==> src/rtl/id_ex_stage_if.sv <==
// Bundle between the ID stage, the ID/EX register and the EX consumers.
// The slave modport is the register's view; the master modport is the surrounding pipeline's view.
interface id_ex_stage_if #(
   parameter int DATA_W = 32,
   parameter int REG_W  = 5,
   parameter int CNT_W  = 16
) ();
   logic              id_valid;
   logic [REG_W-1:0]  id_rs, id_rt, id_rd;
   logic              id_uses_rt;
   logic [DATA_W-1:0] id_rs_data, id_rt_data, id_imm;
   logic [1:0]        id_alu_op;
   logic              id_reg_write, id_mem_read, id_mem_write;
   logic              id_mem_to_reg, id_alu_src, id_reg_dst;
   logic              wb_reg_write;
   logic [REG_W-1:0]  wb_rd;
   logic [DATA_W-1:0] wb_data;
   logic              flush, ex_stall;

   logic              ex_valid;
   logic [REG_W-1:0]  ex_rs, ex_rt, ex_dest;
   logic [DATA_W-1:0] ex_rs_data, ex_rt_data, ex_imm;
   logic [1:0]        ex_alu_op;
   logic              ex_reg_write, ex_mem_read, ex_mem_write, ex_mem_to_reg, ex_alu_src;
   logic              pc_write, if_id_write;
   logic [CNT_W-1:0]  hazard_count;

   modport slave (
      input  id_valid, id_rs, id_rt, id_rd, id_uses_rt, id_rs_data, id_rt_data, id_imm,
             id_alu_op, id_reg_write, id_mem_read, id_mem_write, id_mem_to_reg,
             id_alu_src, id_reg_dst, wb_reg_write, wb_rd, wb_data, flush, ex_stall,
      output ex_valid, ex_rs, ex_rt, ex_dest, ex_rs_data, ex_rt_data, ex_imm, ex_alu_op,
             ex_reg_write, ex_mem_read, ex_mem_write, ex_mem_to_reg, ex_alu_src,
             pc_write, if_id_write, hazard_count
   );

   modport master (
      output id_valid, id_rs, id_rt, id_rd, id_uses_rt, id_rs_data, id_rt_data, id_imm,
             id_alu_op, id_reg_write, id_mem_read, id_mem_write, id_mem_to_reg,
             id_alu_src, id_reg_dst, wb_reg_write, wb_rd, wb_data, flush, ex_stall,
      input  ex_valid, ex_rs, ex_rt, ex_dest, ex_rs_data, ex_rt_data, ex_imm, ex_alu_op,
             ex_reg_write, ex_mem_read, ex_mem_write, ex_mem_to_reg, ex_alu_src,
             pc_write, if_id_write, hazard_count
   );
endinterface

==> src/rtl/id_ex_stage.sv <==
// ID/EX pipeline register with load-use hazard interlock, WB-to-ID bypass,
// flush squash, downstream hold and a saturating bubble counter.
module id_ex_stage #(
   parameter int DATA_W = 32,
   parameter int REG_W  = 5,
   parameter int CNT_W  = 16
) (
   input logic          clk,
   input logic          rst,
   id_ex_stage_if.slave bus
);
   // A bubble is exactly the all-zero value of this record.
   typedef struct packed {
      logic              valid;
      logic [REG_W-1:0]  rs, rt, dest;
      logic [DATA_W-1:0] rs_data, rt_data, imm;
      logic [1:0]        alu_op;
      logic              reg_write, mem_read, mem_write, mem_to_reg, alu_src;
   } ex_regs_t;

   ex_regs_t         ex_q;
   ex_regs_t         id_fields;
   logic [CNT_W-1:0] count_q;
   logic             haz;

   assign haz = ex_q.valid && ex_q.mem_read && (ex_q.dest != '0) && bus.id_valid &&
                ((ex_q.dest == bus.id_rs) || (bus.id_uses_rt && (ex_q.dest == bus.id_rt)));

   always_comb begin
      // NOTE: assign every field a default before any condition so no latch is inferred.
      id_fields            = '0;
      id_fields.valid      = bus.id_valid;
      id_fields.rs         = bus.id_rs;
      id_fields.rt         = bus.id_rt;
      id_fields.dest       = bus.id_reg_dst ? bus.id_rd : bus.id_rt;
      id_fields.rs_data    = bus.id_rs_data;
      id_fields.rt_data    = bus.id_rt_data;
      id_fields.imm        = bus.id_imm;
      id_fields.alu_op     = bus.id_alu_op;
      id_fields.reg_write  = bus.id_reg_write;
      id_fields.mem_read   = bus.id_mem_read;
      id_fields.mem_write  = bus.id_mem_write;
      id_fields.mem_to_reg = bus.id_mem_to_reg;
      id_fields.alu_src    = bus.id_alu_src;
      // Register file writes in WB are not yet visible to ID reads in the same cycle.
      if (bus.wb_reg_write && (bus.wb_rd != '0) && (bus.wb_rd == bus.id_rs))
         id_fields.rs_data = bus.wb_data;
      if (bus.wb_reg_write && (bus.wb_rd != '0) && (bus.wb_rd == bus.id_rt))
         id_fields.rt_data = bus.wb_data;
   end

   always_comb begin
      bus.pc_write    = 1'b0;
      bus.if_id_write = 1'b0;
      if (rst && (bus.flush || !(bus.ex_stall || haz))) begin
         bus.pc_write    = 1'b1;
         bus.if_id_write = 1'b1;
      end
   end

   always_ff @(posedge clk or negedge rst) begin
      // NOTE: non-blocking assignments keep every register sampling pre-edge values.
      if (!rst) begin
         ex_q    <= '0;
         count_q <= '0;
      end else if (bus.flush) begin
         ex_q <= '0;
      end else if (bus.ex_stall) begin
         ex_q <= ex_q;
      end else if (haz) begin
         ex_q <= '0;
         if (count_q != '1)
            count_q <= count_q + CNT_W'(1);
      end else begin
         ex_q <= id_fields;
      end
   end

   assign bus.ex_valid      = ex_q.valid;
   assign bus.ex_rs         = ex_q.rs;
   assign bus.ex_rt         = ex_q.rt;
   assign bus.ex_dest       = ex_q.dest;
   assign bus.ex_rs_data    = ex_q.rs_data;
   assign bus.ex_rt_data    = ex_q.rt_data;
   assign bus.ex_imm        = ex_q.imm;
   assign bus.ex_alu_op     = ex_q.alu_op;
   assign bus.ex_reg_write  = ex_q.reg_write;
   assign bus.ex_mem_read   = ex_q.mem_read;
   assign bus.ex_mem_write  = ex_q.mem_write;
   assign bus.ex_mem_to_reg = ex_q.mem_to_reg;
   assign bus.ex_alu_src    = ex_q.alu_src;
   assign bus.hazard_count  = count_q;
endmodule
==> src/flat_wrapper.sv <==
// flat-port wrapper written by rule: the top's interface ports become plain ports
module id_ex_stage_flat 
#(
   parameter int DATA_W = 32,
   parameter int REG_W  = 5,
   parameter int CNT_W  = 16
)
  (clk, rst, bus_id_valid, bus_id_rs, bus_id_rt, bus_id_rd, bus_id_uses_rt, bus_id_rs_data, bus_id_rt_data, bus_id_imm, bus_id_alu_op, bus_id_reg_write, bus_id_mem_read, bus_id_mem_write, bus_id_mem_to_reg, bus_id_alu_src, bus_id_reg_dst, bus_wb_reg_write, bus_wb_rd, bus_wb_data, bus_flush, bus_ex_stall, bus_ex_valid, bus_ex_rs, bus_ex_rt, bus_ex_dest, bus_ex_rs_data, bus_ex_rt_data, bus_ex_imm, bus_ex_alu_op, bus_ex_reg_write, bus_ex_mem_read, bus_ex_mem_write, bus_ex_mem_to_reg, bus_ex_alu_src, bus_pc_write, bus_if_id_write, bus_hazard_count);
  id_ex_stage_if #(.DATA_W(DATA_W), .REG_W(REG_W), .CNT_W(CNT_W)) bus_i ();
  input logic clk;
  input logic rst;
  input wire logic [$bits(bus_i.id_valid)-1:0] bus_id_valid;
  input wire logic [$bits(bus_i.id_rs)-1:0] bus_id_rs;
  input wire logic [$bits(bus_i.id_rt)-1:0] bus_id_rt;
  input wire logic [$bits(bus_i.id_rd)-1:0] bus_id_rd;
  input wire logic [$bits(bus_i.id_uses_rt)-1:0] bus_id_uses_rt;
  input wire logic [$bits(bus_i.id_rs_data)-1:0] bus_id_rs_data;
  input wire logic [$bits(bus_i.id_rt_data)-1:0] bus_id_rt_data;
  input wire logic [$bits(bus_i.id_imm)-1:0] bus_id_imm;
  input wire logic [$bits(bus_i.id_alu_op)-1:0] bus_id_alu_op;
  input wire logic [$bits(bus_i.id_reg_write)-1:0] bus_id_reg_write;
  input wire logic [$bits(bus_i.id_mem_read)-1:0] bus_id_mem_read;
  input wire logic [$bits(bus_i.id_mem_write)-1:0] bus_id_mem_write;
  input wire logic [$bits(bus_i.id_mem_to_reg)-1:0] bus_id_mem_to_reg;
  input wire logic [$bits(bus_i.id_alu_src)-1:0] bus_id_alu_src;
  input wire logic [$bits(bus_i.id_reg_dst)-1:0] bus_id_reg_dst;
  input wire logic [$bits(bus_i.wb_reg_write)-1:0] bus_wb_reg_write;
  input wire logic [$bits(bus_i.wb_rd)-1:0] bus_wb_rd;
  input wire logic [$bits(bus_i.wb_data)-1:0] bus_wb_data;
  input wire logic [$bits(bus_i.flush)-1:0] bus_flush;
  input wire logic [$bits(bus_i.ex_stall)-1:0] bus_ex_stall;
  output wire logic [$bits(bus_i.ex_valid)-1:0] bus_ex_valid;
  output wire logic [$bits(bus_i.ex_rs)-1:0] bus_ex_rs;
  output wire logic [$bits(bus_i.ex_rt)-1:0] bus_ex_rt;
  output wire logic [$bits(bus_i.ex_dest)-1:0] bus_ex_dest;
  output wire logic [$bits(bus_i.ex_rs_data)-1:0] bus_ex_rs_data;
  output wire logic [$bits(bus_i.ex_rt_data)-1:0] bus_ex_rt_data;
  output wire logic [$bits(bus_i.ex_imm)-1:0] bus_ex_imm;
  output wire logic [$bits(bus_i.ex_alu_op)-1:0] bus_ex_alu_op;
  output wire logic [$bits(bus_i.ex_reg_write)-1:0] bus_ex_reg_write;
  output wire logic [$bits(bus_i.ex_mem_read)-1:0] bus_ex_mem_read;
  output wire logic [$bits(bus_i.ex_mem_write)-1:0] bus_ex_mem_write;
  output wire logic [$bits(bus_i.ex_mem_to_reg)-1:0] bus_ex_mem_to_reg;
  output wire logic [$bits(bus_i.ex_alu_src)-1:0] bus_ex_alu_src;
  output wire logic [$bits(bus_i.pc_write)-1:0] bus_pc_write;
  output wire logic [$bits(bus_i.if_id_write)-1:0] bus_if_id_write;
  output wire logic [$bits(bus_i.hazard_count)-1:0] bus_hazard_count;
  assign bus_i.id_valid = bus_id_valid;
  assign bus_i.id_rs = bus_id_rs;
  assign bus_i.id_rt = bus_id_rt;
  assign bus_i.id_rd = bus_id_rd;
  assign bus_i.id_uses_rt = bus_id_uses_rt;
  assign bus_i.id_rs_data = bus_id_rs_data;
  assign bus_i.id_rt_data = bus_id_rt_data;
  assign bus_i.id_imm = bus_id_imm;
  assign bus_i.id_alu_op = bus_id_alu_op;
  assign bus_i.id_reg_write = bus_id_reg_write;
  assign bus_i.id_mem_read = bus_id_mem_read;
  assign bus_i.id_mem_write = bus_id_mem_write;
  assign bus_i.id_mem_to_reg = bus_id_mem_to_reg;
  assign bus_i.id_alu_src = bus_id_alu_src;
  assign bus_i.id_reg_dst = bus_id_reg_dst;
  assign bus_i.wb_reg_write = bus_wb_reg_write;
  assign bus_i.wb_rd = bus_wb_rd;
  assign bus_i.wb_data = bus_wb_data;
  assign bus_i.flush = bus_flush;
  assign bus_i.ex_stall = bus_ex_stall;
  assign bus_ex_valid = bus_i.ex_valid;
  assign bus_ex_rs = bus_i.ex_rs;
  assign bus_ex_rt = bus_i.ex_rt;
  assign bus_ex_dest = bus_i.ex_dest;
  assign bus_ex_rs_data = bus_i.ex_rs_data;
  assign bus_ex_rt_data = bus_i.ex_rt_data;
  assign bus_ex_imm = bus_i.ex_imm;
  assign bus_ex_alu_op = bus_i.ex_alu_op;
  assign bus_ex_reg_write = bus_i.ex_reg_write;
  assign bus_ex_mem_read = bus_i.ex_mem_read;
  assign bus_ex_mem_write = bus_i.ex_mem_write;
  assign bus_ex_mem_to_reg = bus_i.ex_mem_to_reg;
  assign bus_ex_alu_src = bus_i.ex_alu_src;
  assign bus_pc_write = bus_i.pc_write;
  assign bus_if_id_write = bus_i.if_id_write;
  assign bus_hazard_count = bus_i.hazard_count;
  id_ex_stage #(.DATA_W(DATA_W), .REG_W(REG_W), .CNT_W(CNT_W)) u_core (.clk(clk), .rst(rst), .bus(bus_i));
endmodule
==> config.mk <==
export PLATFORM = sky130hd
export DESIGN_NAME = id_ex_stage_flat
export DESIGN_NICKNAME = d
export VERILOG_FILES = /design/src/rtl/id_ex_stage_if.sv /design/src/rtl/id_ex_stage.sv /design/src/flat_wrapper.sv
export SDC_FILE = /design/constraint.sdc
export NUM_CORES = 1
export LEC_CHECK = 0
export CAP_MARGIN = 20
export CORE_MARGIN = 2
export CORE_UTILIZATION = 35
export DETAILED_ROUTE_END_ITERATION = 10
export GPL_TIMING_DRIVEN = 1
export PLACE_DENSITY = 0.8
export SLEW_MARGIN = 20
export SYNTH_ARGS = -nofsm -noshare
export SYNTH_HDL_FRONTEND = slang
export SYNTH_SLANG_ARGS = --single-unit
==> constraint.sdc <==
create_clock -name clk -period 3.8 [get_ports clk]
set_clock_uncertainty 0.2 [all_clocks]
set_input_delay 0.76 -clock clk [delete_from_list [all_inputs] [get_ports clk]]
set_output_delay 0.76 -clock clk [all_outputs]
set_load 0.005 [all_outputs]
==> impl_metrics.env <==
export IMPL_vias_per_cell=5.04
export IMPL_ff2ff_setup_slack_ns=1.17
export IMPL_place_gp_congestion=0.814
export IMPL_worstPathMaxFanout=2
export IMPL_port_buffers=299
export IMPL_crit_path_top_delay_cell="clkdlybuf4s50_1"
export IMPL_initial_core_util=0.355
export IMPL_cellLeakagePower_nw=4.08
export IMPL_yosysWarnings=0
export IMPL_status="finished, final reports clean"
export IMPL_cpMostUsedCell="clkdlybuf4s50_1"
export IMPL_antenna_found_initial=0
export IMPL_cts_root_buf="clkbuf_16"
export IMPL_wl_per_cell_um=18.4
export IMPL_drt_iter0_drc=285
export IMPL_drc=0
export IMPL_insertion_delay_ns=0.41
export IMPL_path_clk_slew_ns=0.06
export IMPL_p_per_area_nw_per_um2=374
export IMPL_cts_max_level=4
export IMPL_synth_nets=692
export IMPL_worstPathBufferInverterCount=2
export IMPL_core_um2=17900
export IMPL_synthTopCellsByArea="dfrtp_1 (53%), mux2i_1 (11%), a32o_1 (8.7%), o21ai_2 (8.3%), nand2_1 (4.1%)"
export IMPL_relSlewSlack=0.415
export IMPL_criticalPathCategory="primary input to output pin"
export IMPL_pin_count=300
export IMPL_placed_cells=1036
export IMPL_synth_top_area_frac=0.532
export IMPL_drv_cap=0
export IMPL_peakVddDrop_uv=284
export IMPL_cts_resized=0
export IMPL_dr_total_vias=5381
export IMPL_fin_tns_setup_ns=0
export IMPL_synth_cell_type_count=33
export IMPL_syn_area_um2=6350
export IMPL_power_total_mw=3.80
export IMPL_fillers=1553
export IMPL_grt_pass1_wl_um=31400
export IMPL_slowest_delay_ns=0.46
export IMPL_post_route_period_util=0.985
export IMPL_ys_ff_latch=135
export IMPL_drive_gt1_frac=0.144
export IMPL_rows=49
export IMPL_finalHoldViolations=0
export IMPL_die_h_um=139
export IMPL_die_area_um2=19200
export IMPL_final_setup_worst_slack_ns=0.0567
export IMPL_grt_max_degree=69
export IMPL_cts_buffer_depth=2
export IMPL_postRouteAntennaNets=0
export IMPL_nets=990
export IMPL_cts_setup_buffers=0
export IMPL_grt_overflow=0
export IMPL_yosysSeqAreaShare=0.532
export IMPL_dpl_cell_area_um2=9600
export IMPL_syn_inst=528
export IMPL_setup_viol=0
export IMPL_fmax_ghz=0.267
export IMPL_numClockSinks=135
export IMPL_routed_wirelength_um=19700
export IMPL_worst_path_dominant_cell_family="buffers and inverters"
export IMPL_track_usage=0.206
export IMPL_fin_crit_ns=3.74
export IMPL_place_ws_ns=0.0577
export IMPL_cts_tree="built"
export IMPL_crit_path_end_kind="output pin"
export IMPL_die_w_um=139
export IMPL_final_cells=1068
export IMPL_syn_to_final_growth_pct=60.2
export IMPL_syn_area_per_cell_um2=12.0
export IMPL_hpwlAfterDp_um=14200
export IMPL_grt_pass1_vias=5524
export IMPL_cp_required_ns=2.84
export IMPL_startpoint_type="primary input"
export IMPL_hold_class="primary input to async pin"
export IMPL_drv_slew=0
export IMPL_cp_cell_sequence="clkdlybuf4s50_1 > xor2_1 > nor4_1 > a32oi_1 > nor3_4 > nor2_4 > o21a_1 > clkdlybuf4s50_1"
export IMPL_worst_slew_pin_slew_ns=0.878
export IMPL_firstDrtPassIters=5
export IMPL_numCtsBuffers=17
export IMPL_diodes=0
export IMPL_synth_area_leader_cell="dfrtp_1"
export IMPL_hold_buffers=0
export IMPL_arrival_ns=2.78
export IMPL_fin_area_um2=10200
export IMPL_rsz0062_at_grt="no"
[cells by family (layout without fill, tap and decap cells)]
logic type      count (synthesis)  count (layout)  synth area share
mux                            70              70             0.111
simple gates                  120             120            0.0881
buf+inv                        44             355            0.0418
xor+xnor                       35              35            0.0483
compound gates                123             123             0.177
fa+ha+maj                       1               1           0.00197
flops                         135             135             0.532
[area by class of cell]
class | count | area, um2 | share of cell area
timing repair buffer | 321 | 3180 | 0.313
clock buffer | 21 | 450 | 0.0443
sequential | 135 | 3380 | 0.332
inverter | 2 | 7.51 | 0.000738
multi-input combinational | 349 | 2740 | 0.269
clock inverter | 11 | 124 | 0.0122
tap | 229 | 287 | 0.0282
[where the power goes]
group / internal, mW / switching [mW]
Sequential: 1.51 / 0.0446
Clock: 0.986 / 0.638
Combinational: 0.373 / 0.251
Total: 2.87 / 0.933
[final timing paths]
check                                                           start                               endpoint  cells past startpoint
worst min-delay path                                              rst  u_core.bus.ex_rt_data[22]$_DFFE_PN0P_                      1
max in group asynchronous                                         rst      u_core.bus.ex_dest[1]$_DFFE_PN0P_                      2
worst max-delay path                                     bus_id_rt[2]                           bus_pc_write                      8
worst min register to register  u_core.bus.ex_rs_data[30]$_DFFE_PN0P_  u_core.bus.ex_rs_data[30]$_DFFE_PN0P_                      2
min in group clk                u_core.bus.ex_rs_data[30]$_DFFE_PN0P_  u_core.bus.ex_rs_data[30]$_DFFE_PN0P_                      2
worst max register to register      u_core.bus.ex_dest[3]$_DFFE_PN0P_   u_core.bus.ex_rt_data[7]$_DFFE_PN0P_                      8
[layer usage]
metal	GRT usage	share of wire	vias up
met1	0.263	0.42	2620
met3	0.0580	0.065	30
met4	0.0627	0.021	0
li1	-	-	2542
met2	0.344	0.49	189
met5	0	0	-
[per-stage QoR]
stage | util | hold WS (ns)
2_1_floorplan | - | 0.264
3_3_place_gp | 0.536 | 0.260
3_5_place_dp | 0.536 | 0.264
4_1_cts | 0.568 | 0.0279
5_1_grt | 0.568 | 0.0415
6_report | 0.568 | 0.0244
[cells in the mapped netlist, drive strengths merged]
cell	number
nor4	3
xor2	13
ha	1
and3	4
a32oi	1
or4	2
mux2	1
nand2	69
a311oi	1
a32o	55
clkbuf	21
o21a	1
mux2i	69
dfrtp	135
nor2b	3
buf	21
and2	3
or3	1
o21ai	65
inv	2
nor3	3
xnor2	22
nor2	12
nand3	13
nand4	7
[cell usage in the layout, fill, tap and decap left out, types with 4 or more instances in the layout]
cell type / instances
buf_4: 20
nand3_1: 13
o21ai_2: 60
o21ai_0: 4
mux2i_1: 69
nand4_1: 7
clkdlybuf4s50_1: 298
xor2_1: 13
dfrtp_1: 135
clkinv_2: 4
nor2_1: 10
nand2_1: 69
clkbuf_16: 17
and3_1: 4
xnor2_1: 22
a32o_1: 55
(Power assumes the default switching activity.)
